--- config.mk ---
export PLATFORM = sky130hd
export DESIGN_NAME = h_row_streamer_flat
export DESIGN_NICKNAME = d
export VERILOG_FILES = /design/src/rtl/h_row_streamer_if.sv /design/src/rtl/h_row_streamer.sv /design/src/flat_wrapper.sv
export SDC_FILE = /design/constraint.sdc
export NUM_CORES = 1
export LEC_CHECK = 0
export ABC_AREA = 1
export CAP_MARGIN = 20
export CORE_MARGIN = 1.5
export CORE_UTILIZATION = 52
export CTS_CLUSTER_SIZE = 40
export DETAILED_ROUTE_END_ITERATION = 7
export PLACE_DENSITY = 0.84
export SYNTH_ARGS = -nofsm -noshare
export SYNTH_HDL_FRONTEND = slang
export SYNTH_SLANG_ARGS = --single-unit
--- constraint.sdc ---
create_clock -name clk -period 2.3 [get_ports clk]
set_input_delay 0.23 -clock clk [delete_from_list [all_inputs] [get_ports clk]]
set_output_delay 0.23 -clock clk [all_outputs]
set_load 0.03 [all_outputs]
--- src/rtl/h_row_streamer_if.sv ---
// Handshake bundle for h_row_streamer: row descriptor input, nonzero element
// input, assembled row output and the sticky overflow flag.
interface h_row_streamer_if #(
   parameter int DATA_WIDTH  = 8,
   parameter int NUM_OF_COLS = 5,
   parameter int MAX_ROW_LEN = 4,
   parameter int NUM_OF_ROWS = 5
) ();
   localparam int COL_IDX_WIDTH = $clog2(NUM_OF_COLS);
   localparam int LEN_IN_WIDTH  = $clog2(NUM_OF_COLS + 1);
   localparam int ROW_LEN_WIDTH = $clog2(MAX_ROW_LEN + 1);
   localparam int ROW_IDX_WIDTH = $clog2(NUM_OF_ROWS);

   logic                     info_valid_i;
   logic                     info_ready_o;
   logic [LEN_IN_WIDTH-1:0]  info_row_len_i;
   logic                     info_flag_i;

   logic                     nz_valid_i;
   logic                     nz_ready_o;
   logic [COL_IDX_WIDTH-1:0] nz_col_idx_i;
   logic [DATA_WIDTH-1:0]    nz_value_i;

   logic                     row_valid_o;
   logic                     row_ready_i;
   logic [COL_IDX_WIDTH-1:0] row_col_idx_o [MAX_ROW_LEN];
   logic [DATA_WIDTH-1:0]    row_value_o   [MAX_ROW_LEN];
   logic [MAX_ROW_LEN-1:0]   row_mask_o;
   logic [ROW_LEN_WIDTH-1:0] row_len_o;
   logic                     row_flag_o;
   logic [ROW_IDX_WIDTH-1:0] row_idx_o;
   logic                     row_last_o;
   logic                     overflow_o;

   // Streamer side
   modport slave (
      input  info_valid_i, info_row_len_i, info_flag_i,
      input  nz_valid_i, nz_col_idx_i, nz_value_i,
      input  row_ready_i,
      output info_ready_o, nz_ready_o,
      output row_valid_o, row_col_idx_o, row_value_o, row_mask_o,
      output row_len_o, row_flag_o, row_idx_o, row_last_o, overflow_o
   );

   // Environment side
   modport master (
      output info_valid_i, info_row_len_i, info_flag_i,
      output nz_valid_i, nz_col_idx_i, nz_value_i,
      output row_ready_i,
      input  info_ready_o, nz_ready_o,
      input  row_valid_o, row_col_idx_o, row_value_o, row_mask_o,
      input  row_len_o, row_flag_o, row_idx_o, row_last_o, overflow_o
   );
endinterface

--- src/rtl/h_row_streamer.sv ---
// Sparse row assembler: takes a row descriptor (length, flag), collects that
// many (column, value) nonzeros into fixed slots, then presents the whole row
// until downstream accepts it. Elements beyond MAX_ROW_LEN are consumed and
// dropped, and a sticky overflow flag records that it happened.
module h_row_streamer #(
   parameter int DATA_WIDTH  = 8,
   parameter int NUM_OF_COLS = 5,
   parameter int MAX_ROW_LEN = 4,
   parameter int NUM_OF_ROWS = 5
) (
   input logic               clk,
   input logic               rst,
   h_row_streamer_if.slave   bus
);
   localparam int COL_IDX_WIDTH = $clog2(NUM_OF_COLS);
   localparam int LEN_IN_WIDTH  = $clog2(NUM_OF_COLS + 1);
   localparam int ROW_LEN_WIDTH = $clog2(MAX_ROW_LEN + 1);
   localparam int ROW_IDX_WIDTH = $clog2(NUM_OF_ROWS);

   typedef enum logic [1:0] {
      S_INFO    = 2'd0,
      S_COLLECT = 2'd1,
      S_EMIT    = 2'd2
   } state_t;

   state_t                   state_r;
   logic [LEN_IN_WIDTH-1:0]  cnt_r;
   logic [LEN_IN_WIDTH-1:0]  len_r;
   logic                     flag_r;
   logic [ROW_LEN_WIDTH-1:0] row_len_r;
   logic [ROW_IDX_WIDTH-1:0] row_idx_r;
   logic                     row_last_r;
   logic [MAX_ROW_LEN-1:0]   mask_r;
   logic [COL_IDX_WIDTH-1:0] col_r [MAX_ROW_LEN];
   logic [DATA_WIDTH-1:0]    val_r [MAX_ROW_LEN];
   logic                     overflow_r;
   logic                     info_ready_r;
   logic                     nz_ready_r;
   logic                     row_valid_r;

   // Row FSM with all datapath state and registered handshake outputs
   always_ff @(posedge clk) begin
      if (rst) begin
         state_r      <= S_INFO;
         cnt_r        <= {LEN_IN_WIDTH{1'b0}};
         len_r        <= {LEN_IN_WIDTH{1'b0}};
         flag_r       <= 1'b0;
         row_len_r    <= {ROW_LEN_WIDTH{1'b0}};
         row_idx_r    <= {ROW_IDX_WIDTH{1'b0}};
         row_last_r   <= 1'b0;
         mask_r       <= {MAX_ROW_LEN{1'b0}};
         overflow_r   <= 1'b0;
         info_ready_r <= 1'b1;
         nz_ready_r   <= 1'b0;
         row_valid_r  <= 1'b0;
         for (int k = 0; k < MAX_ROW_LEN; k++) begin
            col_r[k] <= {COL_IDX_WIDTH{1'b0}};
            val_r[k] <= {DATA_WIDTH{1'b0}};
         end
      end else begin
         case (state_r)
            S_INFO: begin
               if (bus.info_valid_i) begin
                  len_r  <= bus.info_row_len_i;
                  flag_r <= bus.info_flag_i;
                  cnt_r  <= {LEN_IN_WIDTH{1'b0}};
                  mask_r <= {MAX_ROW_LEN{1'b0}};
                  for (int k = 0; k < MAX_ROW_LEN; k++) begin
                     col_r[k] <= {COL_IDX_WIDTH{1'b0}};
                     val_r[k] <= {DATA_WIDTH{1'b0}};
                  end
                  // Stored length saturates; the excess is only flagged
                  if (int'(bus.info_row_len_i) > MAX_ROW_LEN) begin
                     row_len_r  <= ROW_LEN_WIDTH'(MAX_ROW_LEN);
                     overflow_r <= 1'b1;
                  end else begin
                     row_len_r  <= ROW_LEN_WIDTH'(bus.info_row_len_i);
                  end
                  info_ready_r <= 1'b0;
                  if (bus.info_row_len_i == {LEN_IN_WIDTH{1'b0}}) begin
                     state_r     <= S_EMIT;
                     row_valid_r <= 1'b1;
                  end else begin
                     state_r    <= S_COLLECT;
                     nz_ready_r <= 1'b1;
                  end
               end
            end
            S_COLLECT: begin
               if (bus.nz_valid_i) begin
                  // Slot write only when cnt addresses an existing slot
                  for (int k = 0; k < MAX_ROW_LEN; k++) begin
                     if (int'(cnt_r) == k) begin
                        col_r[k]  <= bus.nz_col_idx_i;
                        val_r[k]  <= bus.nz_value_i;
                        mask_r[k] <= 1'b1;
                     end
                  end
                  cnt_r <= cnt_r + LEN_IN_WIDTH'(1);
                  if (int'(cnt_r) == int'(len_r) - 1) begin
                     state_r     <= S_EMIT;
                     nz_ready_r  <= 1'b0;
                     row_valid_r <= 1'b1;
                  end
               end
            end
            S_EMIT: begin
               if (bus.row_ready_i) begin
                  state_r      <= S_INFO;
                  row_valid_r  <= 1'b0;
                  info_ready_r <= 1'b1;
                  row_last_r   <= (int'(row_idx_r) == NUM_OF_ROWS - 2);
                  if (int'(row_idx_r) == NUM_OF_ROWS - 1) begin
                     row_idx_r <= {ROW_IDX_WIDTH{1'b0}};
                  end else begin
                     row_idx_r <= row_idx_r + ROW_IDX_WIDTH'(1);
                  end
               end
            end
            default: begin
               state_r      <= S_INFO;
               info_ready_r <= 1'b1;
               nz_ready_r   <= 1'b0;
               row_valid_r  <= 1'b0;
            end
         endcase
      end
   end

   assign bus.info_ready_o  = info_ready_r;
   assign bus.nz_ready_o    = nz_ready_r;
   assign bus.row_valid_o   = row_valid_r;
   assign bus.row_col_idx_o = col_r;
   assign bus.row_value_o   = val_r;
   assign bus.row_mask_o    = mask_r;
   assign bus.row_len_o     = row_len_r;
   assign bus.row_flag_o    = flag_r;
   assign bus.row_idx_o     = row_idx_r;
   assign bus.row_last_o    = row_last_r;
   assign bus.overflow_o    = overflow_r;
endmodule

--- src/flat_wrapper.sv ---
// flat-port wrapper written by rule: the top's interface ports become plain ports
module h_row_streamer_flat 
#(
   parameter int DATA_WIDTH  = 8,
   parameter int NUM_OF_COLS = 5,
   parameter int MAX_ROW_LEN = 4,
   parameter int NUM_OF_ROWS = 5
)
  (clk, rst, bus_info_valid_i, bus_info_row_len_i, bus_info_flag_i, bus_nz_valid_i, bus_nz_col_idx_i, bus_nz_value_i, bus_row_ready_i, bus_info_ready_o, bus_nz_ready_o, bus_row_valid_o, bus_row_col_idx_o, bus_row_value_o, bus_row_mask_o, bus_row_len_o, bus_row_flag_o, bus_row_idx_o, bus_row_last_o, bus_overflow_o);
  h_row_streamer_if #(.DATA_WIDTH(DATA_WIDTH), .NUM_OF_COLS(NUM_OF_COLS), .MAX_ROW_LEN(MAX_ROW_LEN), .NUM_OF_ROWS(NUM_OF_ROWS)) bus_i ();
  input logic clk;
  input logic rst;
  input wire logic [$bits(bus_i.info_valid_i)-1:0] bus_info_valid_i;
  input wire logic [$bits(bus_i.info_row_len_i)-1:0] bus_info_row_len_i;
  input wire logic [$bits(bus_i.info_flag_i)-1:0] bus_info_flag_i;
  input wire logic [$bits(bus_i.nz_valid_i)-1:0] bus_nz_valid_i;
  input wire logic [$bits(bus_i.nz_col_idx_i)-1:0] bus_nz_col_idx_i;
  input wire logic [$bits(bus_i.nz_value_i)-1:0] bus_nz_value_i;
  input wire logic [$bits(bus_i.row_ready_i)-1:0] bus_row_ready_i;
  output wire logic [$bits(bus_i.info_ready_o)-1:0] bus_info_ready_o;
  output wire logic [$bits(bus_i.nz_ready_o)-1:0] bus_nz_ready_o;
  output wire logic [$bits(bus_i.row_valid_o)-1:0] bus_row_valid_o;
  output wire logic [$bits(bus_i.row_col_idx_o)-1:0] bus_row_col_idx_o;
  output wire logic [$bits(bus_i.row_value_o)-1:0] bus_row_value_o;
  output wire logic [$bits(bus_i.row_mask_o)-1:0] bus_row_mask_o;
  output wire logic [$bits(bus_i.row_len_o)-1:0] bus_row_len_o;
  output wire logic [$bits(bus_i.row_flag_o)-1:0] bus_row_flag_o;
  output wire logic [$bits(bus_i.row_idx_o)-1:0] bus_row_idx_o;
  output wire logic [$bits(bus_i.row_last_o)-1:0] bus_row_last_o;
  output wire logic [$bits(bus_i.overflow_o)-1:0] bus_overflow_o;
  assign bus_i.info_valid_i = bus_info_valid_i;
  assign bus_i.info_row_len_i = bus_info_row_len_i;
  assign bus_i.info_flag_i = bus_info_flag_i;
  assign bus_i.nz_valid_i = bus_nz_valid_i;
  assign bus_i.nz_col_idx_i = bus_nz_col_idx_i;
  assign bus_i.nz_value_i = bus_nz_value_i;
  assign bus_i.row_ready_i = bus_row_ready_i;
  assign bus_info_ready_o = bus_i.info_ready_o;
  assign bus_nz_ready_o = bus_i.nz_ready_o;
  assign bus_row_valid_o = bus_i.row_valid_o;
  assign bus_row_col_idx_o = {>>{bus_i.row_col_idx_o}};
  assign bus_row_value_o = {>>{bus_i.row_value_o}};
  assign bus_row_mask_o = bus_i.row_mask_o;
  assign bus_row_len_o = bus_i.row_len_o;
  assign bus_row_flag_o = bus_i.row_flag_o;
  assign bus_row_idx_o = bus_i.row_idx_o;
  assign bus_row_last_o = bus_i.row_last_o;
  assign bus_overflow_o = bus_i.overflow_o;
  h_row_streamer #(.DATA_WIDTH(DATA_WIDTH), .NUM_OF_COLS(NUM_OF_COLS), .MAX_ROW_LEN(MAX_ROW_LEN), .NUM_OF_ROWS(NUM_OF_ROWS)) u_core (.clk(clk), .rst(rst), .bus(bus_i));
endmodule
==> summary.md, run 1 <==
Summing the sequential cell areas from Yosys gives 45.4% of the chip area. After clock tree synthesis, the setup repair step added 0 buffers. The tools report the pin count of the biggest net entering global routing as 53. In the final routed layout, each cell accounts on average for 14.2 um. At the end of routability-driven placement, the weighted congestion stood at 0.783. Setup slack on the worst reg-to-reg path comes out at 0.53 ns.

The die width was 79.0 um. The longest clock path from root to sink contains 2 buffers. Clock latency on the worst-skew pair, taken at its later pin, is 0.35 ns. Summing over every cut layer, the via total after detailed routing is 2723. The via count of the first global-routing pass came out at 2542. The total of flip-flops plus latches after synthesis was 68. The synthesized netlist devotes 0.292% of its cell area to XOR and XNOR gates. The worst hold path was traced through 3 stages. The cell family with the largest share of critical-path delay was simple AND/OR/NAND/NOR gates.

In this run, the number of DRC markers left after iteration 0 of detailed routing was 206. In this run the worst path has a maximum fanout of 12. Summing the areas of all compound-gate instances in the mapped netlist gives 14.8% of the synthesized area. The achievable frequency came out at 565 MHz. Buffers inserted during clock tree synthesis total 9. The number of antenna diodes in the final layout is 0.

The run finished with clean final reports. For this design the ratio of total power to cell area is 920 nW/um^2. Number of cells upsized or downsized after cts: 0.

The standard-cell row count is 27. The post-route netlist has 14.5% of its cells at a drive strength greater than 1. The element type at the critical path end was a register.

For this run, the number of Yosys warnings is 0. In the synthesized netlist the dominant register cell turns out to be dfxtp_1. The most prevalent standard cell on the critical path is ha_1.

The final global-route overflow total came out at 0. TritonCTS built the clock tree. Leaving out fill and tap cells, the most frequent cell in the layout is nand2_1.

The required time at the endpoint of the critical path is 2.51 ns. The post-synthesis mux area share was 0%; the cell area after synthesis was 3000 sq um. The max-slew violation total from the final report was 0; the non-filler instance count after layout was 528. The die is 79.0 um tall. Detailed placement ended at an HPWL of 5.36 mm. The signal on the critical path passes through ha_1 > ha_1 > or2_2 > nand3_4 > inv_2 > nand2_1 > a21oi_2. Adding up every negative setup slack in the final design gives 0 ns. The share of synthesized registers carrying an async set or reset was 0%. CTS placed an instance of clkbuf_8 at the clock tree root. After Yosys synthesis, full adders, half adders and majority gates account for 3.75% of the synthesized area.

Counting every net in the synthesized netlist gives 406. Clock-pin slew was measured on the worst setup and hold paths at 0.07 ns. Of the available clock period, the critical path in the final layout requires 77.0%.

The starting density of the core is 54.2%, and the residual DRC count is 0. In this run the most critical hold path is launched from rst. The startpoint identified for the worst register-to-register timing path is u_core.cnt_r[0]. The buffers plus inverters on the worst setup path is 1. For this run, the detailed router's first-pass iteration total came to 5. The critical-path cell with the highest stage delay was dfxtp_1.

The worst setup path is launched from a register. The class of the most critical setup path is reg -> reg. The clock arrives with 0.00989 ns of skew. At the worst endpoint, the arrival time is 1.98 ns. The tools report the boundary pin count as 80.

The area growth from synthesis to layout came out at 33.8%. For this design, the sink count on the clock tree is 68. Input and output buffers added on the ports amount to 79. VDD sags by at most 0.585 mV.

At the pin with the least slew margin, the transition time is 0.661 ns. Number of H-tree branching levels: 3. By area, the combinational part of the netlist is dominated by simple AND/OR/NAND/NOR gates. The overall track demand over capacity in global routing is 25.5%. The worst hold path terminates at u_core.bus.info_ready_o. The run gives 0 as the post-cts hold buffer count. The number of enable-type register cells in the synthesized netlist is 0, and the count of unique library cells instantiated by Yosys is 26. The depth of the worst register-to-register path was 7. The static power due to leakage was 1.55 nW.

After detailed routing, the total wire length is 7.49 mm. Setup violations remaining at the end of the flow were counted as 0. The synthesized netlist devotes 26.2% of its cell area to simple gates.

Setup repair after global routing left no endpoint under its margin. A synthesized cell averages 7.96 sq um. The minimum clock period after layout is 1.77 ns.

The tools report the number of hold-slack violations in the final timing report as 0. Net count of the finished layout: 480. Once placement completed, the tool counted placed cells totaling 512. In this run the remaining antenna-violating nets after routing total 0. The tools report the total die area as 6230 sq um.

The run gives 0 as the number of antenna violations at the first check in global routing. The tool flagged a number of max-cap violations equal to 0. Synthesis handed over a netlist of 377 instances. The logs give 12.2 mm for the wire length of the first global-routing pass and 56.0% for the worst slew margin relative to its limit. The top cell types in the final layout, fill and taps aside, are nand2_1 (112), clkdlybuf4s50_1 (78), dfxtp_1 (68), inv_1 (33), a21oi_1 (32). The endpoint identified for the worst register-to-register timing path is u_core.bus.row_col_idx_o[1]. The final-layout fill cell count is 424, and the delay contributed by the slowest stage of the critical path is 0.36 ns. The type of the most critical hold path was in -> reg.

Total core area: 5540 sq um. Using the TritonRoute via totals, the vias-per-cell ratio works out to 5.16.
[worst max-delay path by stage]
stage | start | end | slack [ns] | depth (start not counted)
global route | u_core.cnt_r[0] | u_core.bus.row_value_o[0] | 0.44 | 7
detailed placement | bus_info_valid_i | u_core.bus.row_col_idx_o[1] | 0.47 | 9
global placement | bus_info_valid_i | u_core.bus.row_col_idx_o[1] | 0.52 | 9
finish | u_core.cnt_r[0] | u_core.bus.row_col_idx_o[1] | 0.53 | 7
floorplan | u_core.cnt_r[0] | u_core.bus.row_col_idx_o[0] | 0.78 | 8
CTS | u_core.cnt_r[0] | u_core.bus.row_col_idx_o[1] | 0.53 | 7
[Yosys cell counts, types with 2 or more instances]
library cell	instances	area, sq um
nand3_1	17	85.1
nor2_2	9	56.3
inv_2	6	22.5
a21oi_2	23	201
o21ai_0	10	50.1
nand3_4	4	70.1
nand2_4	3	33.8
a211oi_1	2	15.0
clkbuf_1	7	26.3
a21oi_1	32	160
dfxtp_1	68	1360
ha_1	9	113
nand2_1	112	420
nor2_1	23	86.3
inv_1	33	124
buf_6	9	101
[routing by layer]
metal	routed length (um)	GRT usage, %
met4	160	13.2
met2	3560	40.5
met3	513	5.52
met1	3260	32.5
met5	0	0
[flip-flops by register name, indices dropped and copies added, names as in the netlist]
signal / count
u_core.bus.row_mask_o: 4
u_core.bus.nz_ready_o: 1
u_core.bus.row_flag_o: 1
u_core.bus.row_last_o: 1
u_core.bus.row_valid_o: 1
u_core.bus.overflow_o: 1
u_core.bus.row_len_o: 3
u_core.bus.row_value_o: 32
u_core.cnt_r: 3
u_core.bus.row_idx_o: 3
u_core.state_r: 2
u_core.bus.row_col_idx_o: 12
u_core.bus.info_ready_o: 1
u_core.len_r: 3
[per-stage QoR]
step / setup slack [ns] / power [mW] / util, % / cell area [sq um] / hold WS [ns]
after global routing: 0.440 / 3.86 / 72.5 / 4020 / 0.391
after global placement: 0.522 / 2.39 / 67.7 / 3750 / 0.438
after CTS: 0.531 / 3.70 / 72.5 / 4020 / 0.320
after detailed placement: 0.472 / 2.41 / 67.7 / 3750 / 0.443
after floorplan: 0.783 / 2.15 / - / 3000 / 0.341
final: 0.530 / 3.70 / 72.5 / 4020 / 0.328
[final cells by class]
cell class	instances	area [sq um]	area share [%]
Sequential cell	68	1360	33.9
Multi-Input combinational cell	252	1350	33.7
Timing Repair Buffer	80	793	19.8
Inverter	40	155	3.86
Clock inverter	6	136	3.40
Clock buffer	10	128	3.18
Tap cell	72	90.1	2.24
[kinds of logic (layout without fill, tap and decap cells)]
logic type | after synthesis | count (layout)
AND/OR/NAND/NOR | 173 | 173
AO/OA/AOI/OAI | 69 | 69
flip-flops | 68 | 68
buffers and inverters | 57 | 136
adder cells (fa/ha/maj) | 9 | 9
XOR/XNOR | 1 | 1
[power breakdown]
part           switching, mW  internal (mW)  leakage (nW)  total, mW
Clock                  0.473          0.832         0.127       1.30
Sequential            0.0741           1.29         0.553       1.36
Combinational          0.687          0.344         0.865       1.03
[tightest hold or removal path, delay by kind of cell]
kind	cells	cell delay, ns
buffers and inverters	2	0.25
AOI/OAI and AO/OA	1	0.15
No activity file was read; power rests on OpenSTA's default activity.
==> run 2: changes to the inputs <==
- CORE_UTILIZATION: 52 -> 43
- PLACE_DENSITY: 0.84 -> 0.74
- clock period: 2.3 -> 1.45 ns (I/O delays scaled with it)
==> summary.md, run 2 (synthesis results as in run 1) <==
The tools report the total routed wirelength as 7.71 mm (+3.0%). The final-layout worst hold slack came out at 0.276 ns (-0.0523 ns). The logs give 6760 sq um (+22%) for the total core area and 2586 (+1.7%) for the via count of the first global-routing pass.

The net count of the finished layout is 499 (+4.0%). The required time at the endpoint of the critical path was 1.73 ns (-0.78 ns). The critical path is of the reg -> reg type. The top cell types in the final layout, fill and taps aside, are nand2_1 (101), dfxtp_1 (62), dlygate4sd2_1 (60), inv_1 (29), a21oi_2 (28). For the overall track demand over capacity in global routing, the log shows 20.7% (-4.8 points). The achievable frequency came out at 710 MHz (+26%). Slew at the pin with the worst max-slew slack: 0.401 ns (-0.260 ns). The logs give 4170 sq um (+3.8%) for the cell area after layout and 538 (+5.1%) for the number of cells after detailed placement. Reg-to-reg endpoint: u_core.bus.row_value_o[1].

The static power due to leakage came out at 1.89 nW (+23%). Post-placement worst setup slack: -0.0944 ns (-0.566 ns). The startpoint kind of the worst setup timing path was a register.

The die width is 86.5 um (+9.6%), and the TritonCTS buffer count is 9 (unchanged). Type of the most critical hold path: in -> reg. The maximum fanout encountered on the critical timing path is 7 (-5), and the flip-flop count of the largest register, all copies and words added is 32 (unchanged). The share of post-route cells with drive strength above 1 is 24.6% (+10 points). Depth of the worst register-to-register path: 7 (unchanged). The power per cell area came out at 1310 nW/um^2 (+42%).

The minimum clock period after layout was 1.41 ns (-0.362 ns). The logs give 1.69 ns (-0.29 ns) for the arrival time at the worst endpoint and 0 (unchanged) for the post-route antenna net violation count. The max-slew violation total from the final report is 0 (unchanged). The run gives 53 (unchanged) as the pin count of the biggest net entering global routing. The total die area was 7490 sq um (+20%).

Non-filler instance count after layout: 555 (+5.1%). In this run the critical register-to-register path is launched from u_core.cnt_r[0]. Following the worst setup path forward leads to its endpoint at u_core.bus.row_value_o[1].

From synthesis to final layout, the design area changed by 38.9%. The number of port buffers was 79 (unchanged); the number of diodes was 0 (unchanged). The tools report the number of H-tree branching levels as 3 (unchanged). The smallest setup slack after layout was 0.0422 ns (-0.488 ns); the ratio of final minimum period to clock period was 97.1% (+20 points). The tools report the register-to-register setup slack as 0.04 ns (-0.49 ns). TritonCTS built the clock tree. Setup skew after layout: 0.0107 ns (+0.000820 ns). The half-perimeter wire length of the detailed placement result is 5.37 mm (+0.18%). Total area of multi-input combinational cells: 1430 sq um (+5.9%). The overall die height works out to 86.5 um (+9.6%).

The flow ran to the end, and the final reports show no timing, DRC or antenna violations. The register cell area after layout was 1370 sq um (+0.55%). The number of search-and-repair iterations in the first detailed-routing pass came out at 4 (-1).

STA classifies the critical path endpoint as a register. The final-layout fill cell count is 642 (+51%). The cell area reported after detailed placement is 3910 sq um (+4.3%), and the standard-cell row count is 30 (+11%).

The maximum root-to-sink buffer count came out at 2 (unchanged). Startpoint of the most critical setup path: u_core.cnt_r[0]. The run gives 80 (unchanged) as the boundary pin count.

The run gives 0.34 ns (about the same) as the insertion delay of the later-clocked pin in the worst-skew pair. The number of max-cap violations is 0 (unchanged), and the worst supply voltage drop on vdd is 0.760 mV (+30%). Via-per-instance ratio: 5.01 (-2.9%). The clock-pin slew on the worst setup and hold paths was 0.08 ns (about the same). For the wire length of the first global-routing pass, the log shows 12.0 mm (-1.9%). The number of hold-slack violations in the final timing report was 0 (unchanged).

The number of antenna violations at the first check in global routing came out at 0 (unchanged). The number of DRC markers in iteration 0 was 114 (-45%); the post-CTS setup buffer count was 0 (unchanged). The depth of the worst hold-timing path was 3 (unchanged). Leaving out fill and tap cells, the most frequent cell in the layout is nand2_1.

The final global-route overflow total was 0 (unchanged). The root buffer selected by CTS is clkbuf_8. The overall power after layout was 5.45 mW (+47%). The final routed wire length divided by cell count was 13.9 um (-2.0%). The tools report the final count of negative-setup-slack endpoints as 0 (unchanged). Clock sink count: 68 (unchanged). The weighted congestion reported at the end of routability-driven placement is 0.824 (+5.3%), and the detailed-route via count is 2779 (+2.1%).

The residual DRC count is 0 (unchanged), and the worst slew margin relative to its limit is 73.2% (+17 points). The starting density of the core came out at 44.4% (-9.7 points).
run 2: cell count changes in the layout (fill, tap and decap cells not counted), sizes merged:
| cell | before | now |
|---|---|---|
| bufinv | 4 | 0 |
| clkbuf | 10 | 12 |
| clkinvlp | 1 | 2 |
| clkinv | 1 | 3 |
| buf | 2 | 20 |
| dlygate4sd2 | 0 | 60 |
| clkdlybuf4s50 | 78 | 18 |
run 2: worst min-delay path by stage:
| stage | start | to | slack (ns) |
|---|---|---|---|
| floorplan | bus_info_row_len_i[2] | u_core.bus.row_len_o[0] | 0.26 |
| global placement | u_core.bus.nz_ready_o | u_core.bus.nz_ready_o | 0.43 |
| detailed placement | u_core.bus.nz_ready_o | u_core.bus.nz_ready_o | 0.45 |
| CTS | rst | u_core.bus.overflow_o | 0.27 |
| global route | rst | u_core.bus.row_value_o[17] | 0.29 |
| finish | rst | u_core.bus.overflow_o | 0.28 |
run 2: cell type report:
cell class                      instances  area share, %
Multi-Input combinational cell        252           34.3
Sequential cell                        68           32.8
Timing Repair Buffer                   99           22.0
Inverter                               40           4.14
Clock buffer                           11           3.39
Tap cell                               80           2.40
Clock inverter                          5          0.900
run 2: worst max-delay path, cell delays in order, from the launching register on:
cell and delay, ns:
dfxtp_2 0.32, ha_1 0.19, ha_2 0.17, or2_4 0.24
nand3_4 0.09, buf_6 0.15, nand2_1 0.06, a21oi_1 0.13
run 2: timing repair:
item | CTS | global route
resized for setup | 63 | 44
pin swaps | 1 | 14
setup endpoints to repair | 69 | 50
gates cloned | 0 | 1
hold buffers | 0 | 0
run 2: through the flow:
stage,utilization (%),TNS (ns)
5_1_grt,61.7,-0.0577
2_1_floorplan,-,0
3_5_place_dp,57.9,-2.30
3_3_place_gp,57.9,-0.651
6_report,61.7,0
4_1_cts,59.6,0
run 2: power breakdown:
group	total, mW	switching [mW]	internal, mW
Combinational	1.88	1.19	0.685
Clock	1.42	0.750	0.670
Sequential	2.15	0.109	2.04
run 2: metal layers:
| metal | global-route usage (%) | wire length (um) | vias up | part of all wire, % |
|---|---|---|---|---|
| met5 | 0 | 0 | - | 0 |
| met4 | 9.97 | 116 | 0 | 1.5 |
| met3 | 3.90 | 418 | 10 | 5.4 |
| met2 | 32.5 | 3740 | 63 | 49 |
| met1 | 27.4 | 3440 | 1327 | 45 |
| li1 | - | - | 1379 | - |
